$ cat config.mk
export PLATFORM = sky130hd
export DESIGN_NAME = multi_channel_event_counter
export DESIGN_NICKNAME = d
export VERILOG_FILES = /design/src/rtl/event_counter_pkg.sv /design/src/rtl/debounce_channel.sv /design/src/rtl/multi_channel_event_counter.sv
export SDC_FILE = /design/constraint.sdc
export NUM_CORES = 1
export LEC_CHECK = 0
export ABC_AREA = 1
export CORE_MARGIN = 8
export CORE_UTILIZATION = 54
export CTS_CLUSTER_SIZE = 20
export DETAILED_ROUTE_END_ITERATION = 16
export HOLD_SLACK_MARGIN = 0.15
export PLACE_DENSITY = 0.83
export SYNTH_ARGS = -nofsm -noshare
export SYNTH_HDL_FRONTEND = slang
export SYNTH_SLANG_ARGS = --single-unit
$ cat constraint.sdc
create_clock -name clock -period 1.51 [get_ports clock]
set_input_delay 0.2265 -clock clock [delete_from_list [all_inputs] [get_ports clock]]
set_output_delay 0.2265 -clock clock [all_outputs]
set_load 0.01 [all_outputs]
$ cat src/rtl/event_counter_pkg.sv
`default_nettype none
// ============================================================================
// Module   : event_counter_pkg
// Purpose  : Shared constants and helpers for the multi-channel debounced
//            event counter: debounce timer sizing, default debounce lengths
//            for hardware and simulation builds, and count-bus slice indexing.
// Ports    : none (package)
// Revision : 1.0 - initial release
// ============================================================================
package event_counter_pkg;

    // Default debounce lengths: board build vs. fast simulation build.
    localparam int DB_CYCLES_HW  = 100000;
    localparam int DB_CYCLES_SIM = 4;

    // Width of the debounce timer. The timer only ever holds 0..cycles-1,
    // so clog2(cycles) bits suffice; never narrower than one bit.
    function automatic int timer_width(input int cycles);
        int w;
        w = $clog2(cycles);
        return (w < 1) ? 1 : w;
    endfunction

    // Low bit index of channel ch inside a packed bus of width-bit fields.
    function automatic int slice_lo(input int ch, input int width);
        return ch * width;
    endfunction

endpackage
`default_nettype wire

$ cat src/rtl/debounce_channel.sv
`default_nettype none
// ============================================================================
// Module   : debounce_channel
// Purpose  : One input path: 2-flop synchroniser, debounce timer, accepted
//            stable level and a registered one-cycle event pulse.
// Ports    : clock_i   - system clock (rising edge)
//            reset_ni  - asynchronous active-low reset
//            raw_i     - raw, unsynchronised switch level
//            stable_o  - accepted, debounced level
//            pulse_o   - registered one-cycle pulse on a counting edge
//            event_o   - combinational strobe: the next rising edge is a
//                        counting edge (lets the counter update on the same
//                        edge that stable_o changes)
// Config   : COUNT_BOTH_EDGES_EN - when defined, 1->0 acceptances also count
// Revision : 1.0 - initial release
// ============================================================================
module debounce_channel
    import event_counter_pkg::*;
#(
    parameter int DB_CYCLES = DB_CYCLES_HW
) (
    input  logic clock_i,
    input  logic reset_ni,
    input  logic raw_i,
    output logic stable_o,
    output logic pulse_o,
    output logic event_o
);

    localparam int               TMR_W    = timer_width(DB_CYCLES);
    localparam logic [TMR_W-1:0] TMR_LAST = TMR_W'(DB_CYCLES - 1);

    logic             sync1_q;
    logic             sync2_q;
    logic             stable_q;
    logic             stable_d;
    logic             pulse_q;
    logic [TMR_W-1:0] timer_q;
    logic [TMR_W-1:0] timer_d;
    logic             accept;
    logic             event_w;

    // Timer runs only while the synchronised level disagrees with the
    // accepted level; any agreement snaps it back to zero.
    always_comb begin
        timer_d  = '0;
        stable_d = stable_q;
        accept   = 1'b0;
        if (sync2_q != stable_q) begin
            if (timer_q == TMR_LAST) begin
                accept   = 1'b1;
                stable_d = sync2_q;
            end else begin
                timer_d = timer_q + 1'b1;
            end
        end
    end

`ifdef COUNT_BOTH_EDGES_EN
    assign event_w = accept;
`else
    // Only a newly accepted high level is an event.
    assign event_w = accept & sync2_q;
`endif

    always_ff @(posedge clock_i or negedge reset_ni) begin
        if (!reset_ni) begin
            sync1_q  <= 1'b0;
            sync2_q  <= 1'b0;
            stable_q <= 1'b0;
            timer_q  <= '0;
            pulse_q  <= 1'b0;
        end else begin
            sync1_q  <= raw_i;
            sync2_q  <= sync1_q;
            stable_q <= stable_d;
            timer_q  <= timer_d;
            pulse_q  <= event_w;
        end
    end

    assign stable_o = stable_q;
    assign pulse_o  = pulse_q;
    assign event_o  = event_w;

endmodule
`default_nettype wire

$ cat src/rtl/multi_channel_event_counter.sv
`default_nettype none
// ============================================================================
// Module   : multi_channel_event_counter
// Purpose  : Debounces NUM_CH raw switch inputs and keeps one up/down event
//            counter per channel, with wrap or saturate arithmetic and a
//            sticky overflow flag. Counts are exported as a packed bus.
// Ports    : clock       - system clock (rising edge)
//            reset_n     - asynchronous active-low reset
//            sw_in       - raw switch levels            [NUM_CH]
//            dir         - per-channel direction, 1=up  [NUM_CH]
//            clear       - per-channel synchronous clear [NUM_CH]
//            debounced   - accepted stable levels       [NUM_CH]
//            event_pulse - one-cycle event pulses       [NUM_CH]
//            count_bus   - packed counts, ch k at [k*CNT_W +: CNT_W]
//            overflow    - sticky wrap/clamp flags      [NUM_CH]
// Config   : COUNT_BOTH_EDGES_EN - count both edges of the debounced level
// Revision : 1.0 - initial release
// ============================================================================
module multi_channel_event_counter
    import event_counter_pkg::*;
#(
    parameter int NUM_CH    = 4,
    parameter int CNT_W     = 8,
    parameter int DB_CYCLES = DB_CYCLES_HW,
    parameter int SATURATE  = 0
) (
    input  logic                    clock,
    input  logic                    reset_n,
    input  logic [NUM_CH-1:0]       sw_in,
    input  logic [NUM_CH-1:0]       dir,
    input  logic [NUM_CH-1:0]       clear,
    output logic [NUM_CH-1:0]       debounced,
    output logic [NUM_CH-1:0]       event_pulse,
    output logic [NUM_CH*CNT_W-1:0] count_bus,
    output logic [NUM_CH-1:0]       overflow
);

    localparam logic [CNT_W-1:0] CNT_MAX = '1;
    localparam logic [CNT_W-1:0] CNT_MIN = '0;

    for (genvar k = 0; k < NUM_CH; k++) begin : g_ch
        logic             event_w;
        logic [CNT_W-1:0] count_q;
        logic [CNT_W-1:0] count_d;
        logic             ovf_q;
        logic             ovf_d;

        debounce_channel #(
            .DB_CYCLES (DB_CYCLES)
        ) u_debounce (
            .clock_i  (clock),
            .reset_ni (reset_n),
            .raw_i    (sw_in[k]),
            .stable_o (debounced[k]),
            .pulse_o  (event_pulse[k]),
            .event_o  (event_w)
        );

        // Clear wins over a coincident event; the pulse itself is unaffected.
        always_comb begin
            count_d = count_q;
            ovf_d   = ovf_q;
            if (clear[k]) begin
                count_d = '0;
                ovf_d   = 1'b0;
            end else if (event_w) begin
                if (dir[k]) begin
                    if (count_q == CNT_MAX) begin
                        ovf_d   = 1'b1;
                        count_d = (SATURATE != 0) ? CNT_MAX : CNT_MIN;
                    end else begin
                        count_d = count_q + 1'b1;
                    end
                end else begin
                    if (count_q == CNT_MIN) begin
                        ovf_d   = 1'b1;
                        count_d = (SATURATE != 0) ? CNT_MIN : CNT_MAX;
                    end else begin
                        count_d = count_q - 1'b1;
                    end
                end
            end
        end

        always_ff @(posedge clock or negedge reset_n) begin
            if (!reset_n) begin
                count_q <= '0;
                ovf_q   <= 1'b0;
            end else begin
                count_q <= count_d;
                ovf_q   <= ovf_d;
            end
        end

        assign count_bus[slice_lo(k, CNT_W) +: CNT_W] = count_q;
        assign overflow[k]                            = ovf_q;
    end

endmodule
`default_nettype wire

* After elaboration in Yosys (flattened, before gate mapping)
Cells that the tools add are included.
Word-level totals: bits of input ports 14, register bits 120, word-level logic and storage cells 136
Cells by class: reductions and logical operators 20, $add $sub $neg 12, bitwise gates (word level) 4, equality and inequality tests 16, multiplexer cells 56
Operators with widths (count):
- 8-bit 2-to-1 mux | 20
- 17-bit 2-to-1 mux | 8
- 17-bit by 1-bit adder with 17-bit output, second input constant | 4
- 17-bit equality test, second input constant | 4
- 8-bit by 1-bit adder with 8-bit output, second input constant | 4
- 8-bit equality test, second input constant | 4
- 8-bit zero test | 4
- 8-bit by 1-bit subtractor with 8-bit output, second input constant | 4
- 1-bit 2-to-1 mux | 28
- 3-bit by 1-bit inequality test with 1-bit output, second input constant | 4
- 3-bit AND reduction | 4
- 3-bit nonzero test | 4
- 2-bit AND reduction | 4
- 2-bit nonzero test | 4
- 1-bit bitwise AND | 4
- 1-bit inequality test | 4

* Depth between registers and ports, before layout
depth in word-level cells 6, gate-level depth with buffers 11

* Cells and area by module
From an unflattened synthesis, not the netlist that was laid out.
Unflattened totals: cells, all modules 1064, area, all modules 7606.0 um^2
Modules (own cells, without submodules):
- debounce_channel | sequential area each 525.5 um^2, area an instance 1094.8 um^2, cells an instance 143, times used 4
- multi_channel_event_counter | sequential area each 900.9 um^2, area an instance 3226.8 um^2, cells an instance 492, times used 1

* Least setup slack after synthesis
Ideal clock, no wire load.
path type register to register, from reg g_ch[0].u_debounce.timer_q[0], to reg g_ch[0].count_q[2], cell stages (with the launch flop) 11, required time 1392 ps, arrival time 1323 ps, period minus slack after synthesis 1441 ps, path buffers 0, path slack 69 ps, path through dfrtp_1 ha_1 nand2_1 nor2_4 nand2_2 nor2_4 nand3_2 nand2_2 inv_2 nand2_1 o21ai_2
On the way: word-level cells in the longest chain between the ends 5
Ends and longest elaborated chain:
- start: declaration | line debounce_channel.sv:38 | logic [TMR_W-1:0] timer_q;
- start signal: assignment | line debounce_channel.sv:77 | timer_q <= timer_d;
- 17-bit equality test | line debounce_channel.sv:50 | if (timer_q == TMR_LAST) begin
- 1-bit 2-to-1 mux | line debounce_channel.sv:50
- 1-bit 2-to-1 mux | line debounce_channel.sv:49 | if (sync2_q != stable_q) begin
- 1-bit bitwise AND | line debounce_channel.sv:63 | assign event_w = accept & sync2_q;
- 2-bit nonzero test (no line)
- end signal: assignment | line multi_channel_event_counter.sv:90 | count_q <= count_d;
- end: declaration | line multi_channel_event_counter.sv:43 | logic [CNT_W-1:0] count_q;
No other way between the ends. A chain may end at the register's enable or synchronous reset.

* Worst setup path in the final report
from reg g_ch[1].u_debounce.timer_q[0], to reg g_ch[1].count_q[1]
On the way: word-level cells in the longest chain between the ends 5
Ends and longest elaborated chain (line):
- start: declaration | debounce_channel.sv:38
- start signal: assignment | debounce_channel.sv:77
- 17-bit equality test | debounce_channel.sv:50
- 1-bit 2-to-1 mux | debounce_channel.sv:50
- 1-bit 2-to-1 mux | debounce_channel.sv:49
- 1-bit bitwise AND | debounce_channel.sv:63
- 2-bit nonzero test (no line)
- end signal: assignment | multi_channel_event_counter.sv:90
- end: declaration | multi_channel_event_counter.sv:43
No other way between the ends.

==> flow_metrics.tcl <==
set metrics [dict create \
    worst_skew_pair.late_latency_ns 0.42 \
    clockRootBuffer "clkbuf_16" \
    fmax_ghz 0.621 \
    arrival_ns 1.91 \
    vias_per_cell 5.60 \
    setup-violations-final 39 \
    io_pins 58 \
    place_inst 1425 \
    slowest_stage "dfrtp_1" \
    critPathBufInv 1 \
    finalCritPeriodShare 1.07 \
    setup_ws_ns -0.0999 \
    ys_types 38 \
    fin_nets 1340 \
    grt_pass1_vias 7665 \
    synth_compound_area_frac 0.0632 \
    synth_nets 1147 \
    max_slew_margin 0.729 \
    wl_per_cell_um 15.8 \
    rsz0062_at_grt "yes" \
    cp_max_fo 8 \
    ys_warn_count 0 \
    crit_type "flop to flop" \
    min_path_type "primary input to flop" \
    ir_drop_mv 0.851 \
    cts_tree "built" \
    finalMaxSlewViolations 0 \
    dpl_cell_area_mm2 0.00915 \
    antenna_cells 0 \
    critPathTopFamily "simple AND/OR/NAND/NOR gates" \
    h-tree-depth 4 \
    syn_to_final_growth_pct 40.1 \
    hold_ws_ns 0.242 \
    netlist_area_mm2 0.00780 \
    final_layout_size_suffix_gt1_frac 0.307 \
    tns_ns -1.43 \
    synthMuxAreaShare 0 \
    drtAntennaViolNets 0 \
    drc 0 \
    core_area_mm2 0.0143 \
    violations "setup timing" \
    die_h_um 136 \
    cp-start-kind "flop" \
    maxCapViolations 0 \
    power.density_mw_per_mm2 897 \
    hold_viol_final 0 \
    synth.yosys.seq_area_share 0.385 \
    drtIter0Drc 872 \
    status "finished, violations left" \
    cp_common_cell "nor2_4" \
    path_clk_slew_ns 0.06 \
    synth_fa_ha_area_frac 0.0257 \
    postSynthRegisterBits 120 \
    fin_skew_ns 0.00830 \
    synth_cells 1117 \
    worstMarginPinSlew_ns 0.407 \
    numCtsBuffers 17 \
    r2r_setup_slack_ns -0.1 \
    cp_data_required_time_ns 1.81 \
    synth-simple-area-share 0.394 \
    fin_util 0.763 \
    crit_chain "ha_4 > nand2_4 > nor2_4 > nand2_2 > nor2_4 > nand3_4 > nand2_8 > inv_8 > nand2_1 > o21ai_1" \
    syn_area_per_cell_um2 6.98 \
    gp_congestion 0.938 \
    period_minus_slack_ns 1.61 \
    cts.sinks 120 \
    io_buffer_count 57 \
    final_common_cell "nand2_1" \
    p_leak_nw 5.12 \
    finish.instance_area_mm2 0.0109 \
    wl_mm 23.8 \
    endpoint_kind "flop" \
    grt_pass1_wl_mm 34.8 \
    initial_core_util 0.545 \
    dr_total_vias 8425 \
    dieArea_mm2 0.0185 \
    cts_max_path_buffers 2 \
    stdcell_count 1505 \
    antenna_found_initial 0 \
    synth_xor_area_frac 0.0326 \
    dr.pass1.iters 6 \
    grt_max_degree 40 \
    synth_top_family_by_area "simple AND/OR/NAND/NOR gates" \
    rows 44 \
    die_x_um 136 \
    place_hpwl_mm 14.6 \
    overflow 0 \
    max_stage_delay_ns 0.41 \
    grtUsageTotal 0.230 \
    final_cell_mix "nand2_1 (215), nor2_1 (139), inv_1 (129)" \
]
-- state kept, by name, summed over array words and instances, names as in the netlist --
name / count
g_ch.count_q: 32
g_ch.u_debounce.sync1_q: 4
g_ch.u_debounce.sync2_q: 4
g_ch.u_debounce.stable_o: 4
g_ch.ovf_q: 4
g_ch.u_debounce.timer_q: 68
g_ch.u_debounce.pulse_o: 4
-- layer usage --
layer  part of all wire  vias up  GRT usage  routed length [µm]
met1               0.40     3915      0.280                9470
met3              0.065      105     0.0458                1550
li1                   -     3952          -                   -
met5                  0        -          0                   0
met2               0.50      453      0.393               11900
met4              0.034        0     0.0872                 809
-- path summary, 6_finish.rpt --
check,startpoint,endpoint,depth (start not counted)
hold reg to reg,g_ch[2].u_debounce.sync1_q$_DFF_PN0_,g_ch[2].u_debounce.sync2_q$_DFF_PN0_,0
min in group asynchronous,reset_n,g_ch[1].u_debounce.timer_q[11]$_DFF_PN0_,2
max in group asynchronous,reset_n,g_ch[0].u_debounce.stable_o$_DFFE_PN0P_,3
setup reg to reg,g_ch[1].u_debounce.timer_q[0]$_DFF_PN0_,g_ch[1].count_q[1]$_DFFE_PN0P_,10
setup / recovery,g_ch[1].u_debounce.timer_q[0]$_DFF_PN0_,g_ch[1].count_q[1]$_DFFE_PN0P_,10
hold / removal,sw_in[2],g_ch[2].u_debounce.sync1_q$_DFF_PN0_,1
-- cell type report --
class,count,area (µm²)
clock buffers,22,484
clock inverters,8,96.3
fillers,928,3390
inverters,160,652
multi-input cells,813,4760
flip-flops and latches,120,3030
well taps,184,230
repair buffers,198,1670
-- kinds of logic after synthesis --
logic type | count (synthesis)
simple gates | 675
buf+inv | 186
flops | 120
compound gates | 91
xor+xnor | 29
fa+ha+maj | 16
-- what timing repair did --
| action | CTS | global route |
|---|---|---|
| setup buffers | 22 | 26 |
| endpoints found under the hold margin | 101 | 0 |
| resized for setup | 109 | 202 |
| cloned | 1 | 1 |
| pin swaps | 10 | 69 |
| hold buffers | 1 | 0 |
| endpoints found under the setup margin | 70 | 78 |
-- stage by stage --
stage	setup slack (ns)	total power, W
after floorplan	0.0688	0.00463
after global placement	-0.0742	0.00533
after detailed placement	-0.107	0.00537
after CTS	-0.0243	0.00943
after global routing	-0.158	0.0103
final	-0.0999	0.00980
-- report_power, final --
| part | switching [W] | leakage, nW | internal (W) |
|---|---|---|---|
| Clock | 0.00140 | 0.288 | 0.00257 |
| Sequential | 0.000164 | 1.58 | 0.00337 |
| Combinational | 0.00131 | 3.25 | 0.000973 |
-- cells in the mapped netlist --
master	count	area (µm²)
nor3_4	1	16.3
nor3b_1	6	45.0
and2_1	3	18.8
clkbuf_1	3	11.3
nor4_1	1	6.26
inv_2	13	48.8
nand2_1	256	961
nand2_2	12	75.1
xnor2_1	7	61.3
nand3_2	4	40.0
nor3_2	4	40.0
xor2_1	22	193
nor3_1	36	180
a21oi_1	28	140
nor2_4	7	78.8
o21ai_0	46	230
o21ai_2	2	17.5
o21ai_1	5	25.0
buf_4	15	113
ha_1	16	200
o21a_1	4	30.0
nand3b_1	2	15.0
dfrtp_1	120	3000
nor3b_2	1	12.5
nand2_4	4	45.0
nor2_2	12	75.1
nor2_1	169	634
and3_1	1	6.26
buf_2	7	35.0
buf_6	1	11.3
a21oi_2	4	35.0
o211ai_1	2	15.0
nand3_1	122	611
or2_2	4	25.0
nand4_1	30	188
clkinv_1	1	3.75
inv_1	144	541
inv_4	2	12.5
Note: power is estimated with default switching activity, not from simulation.
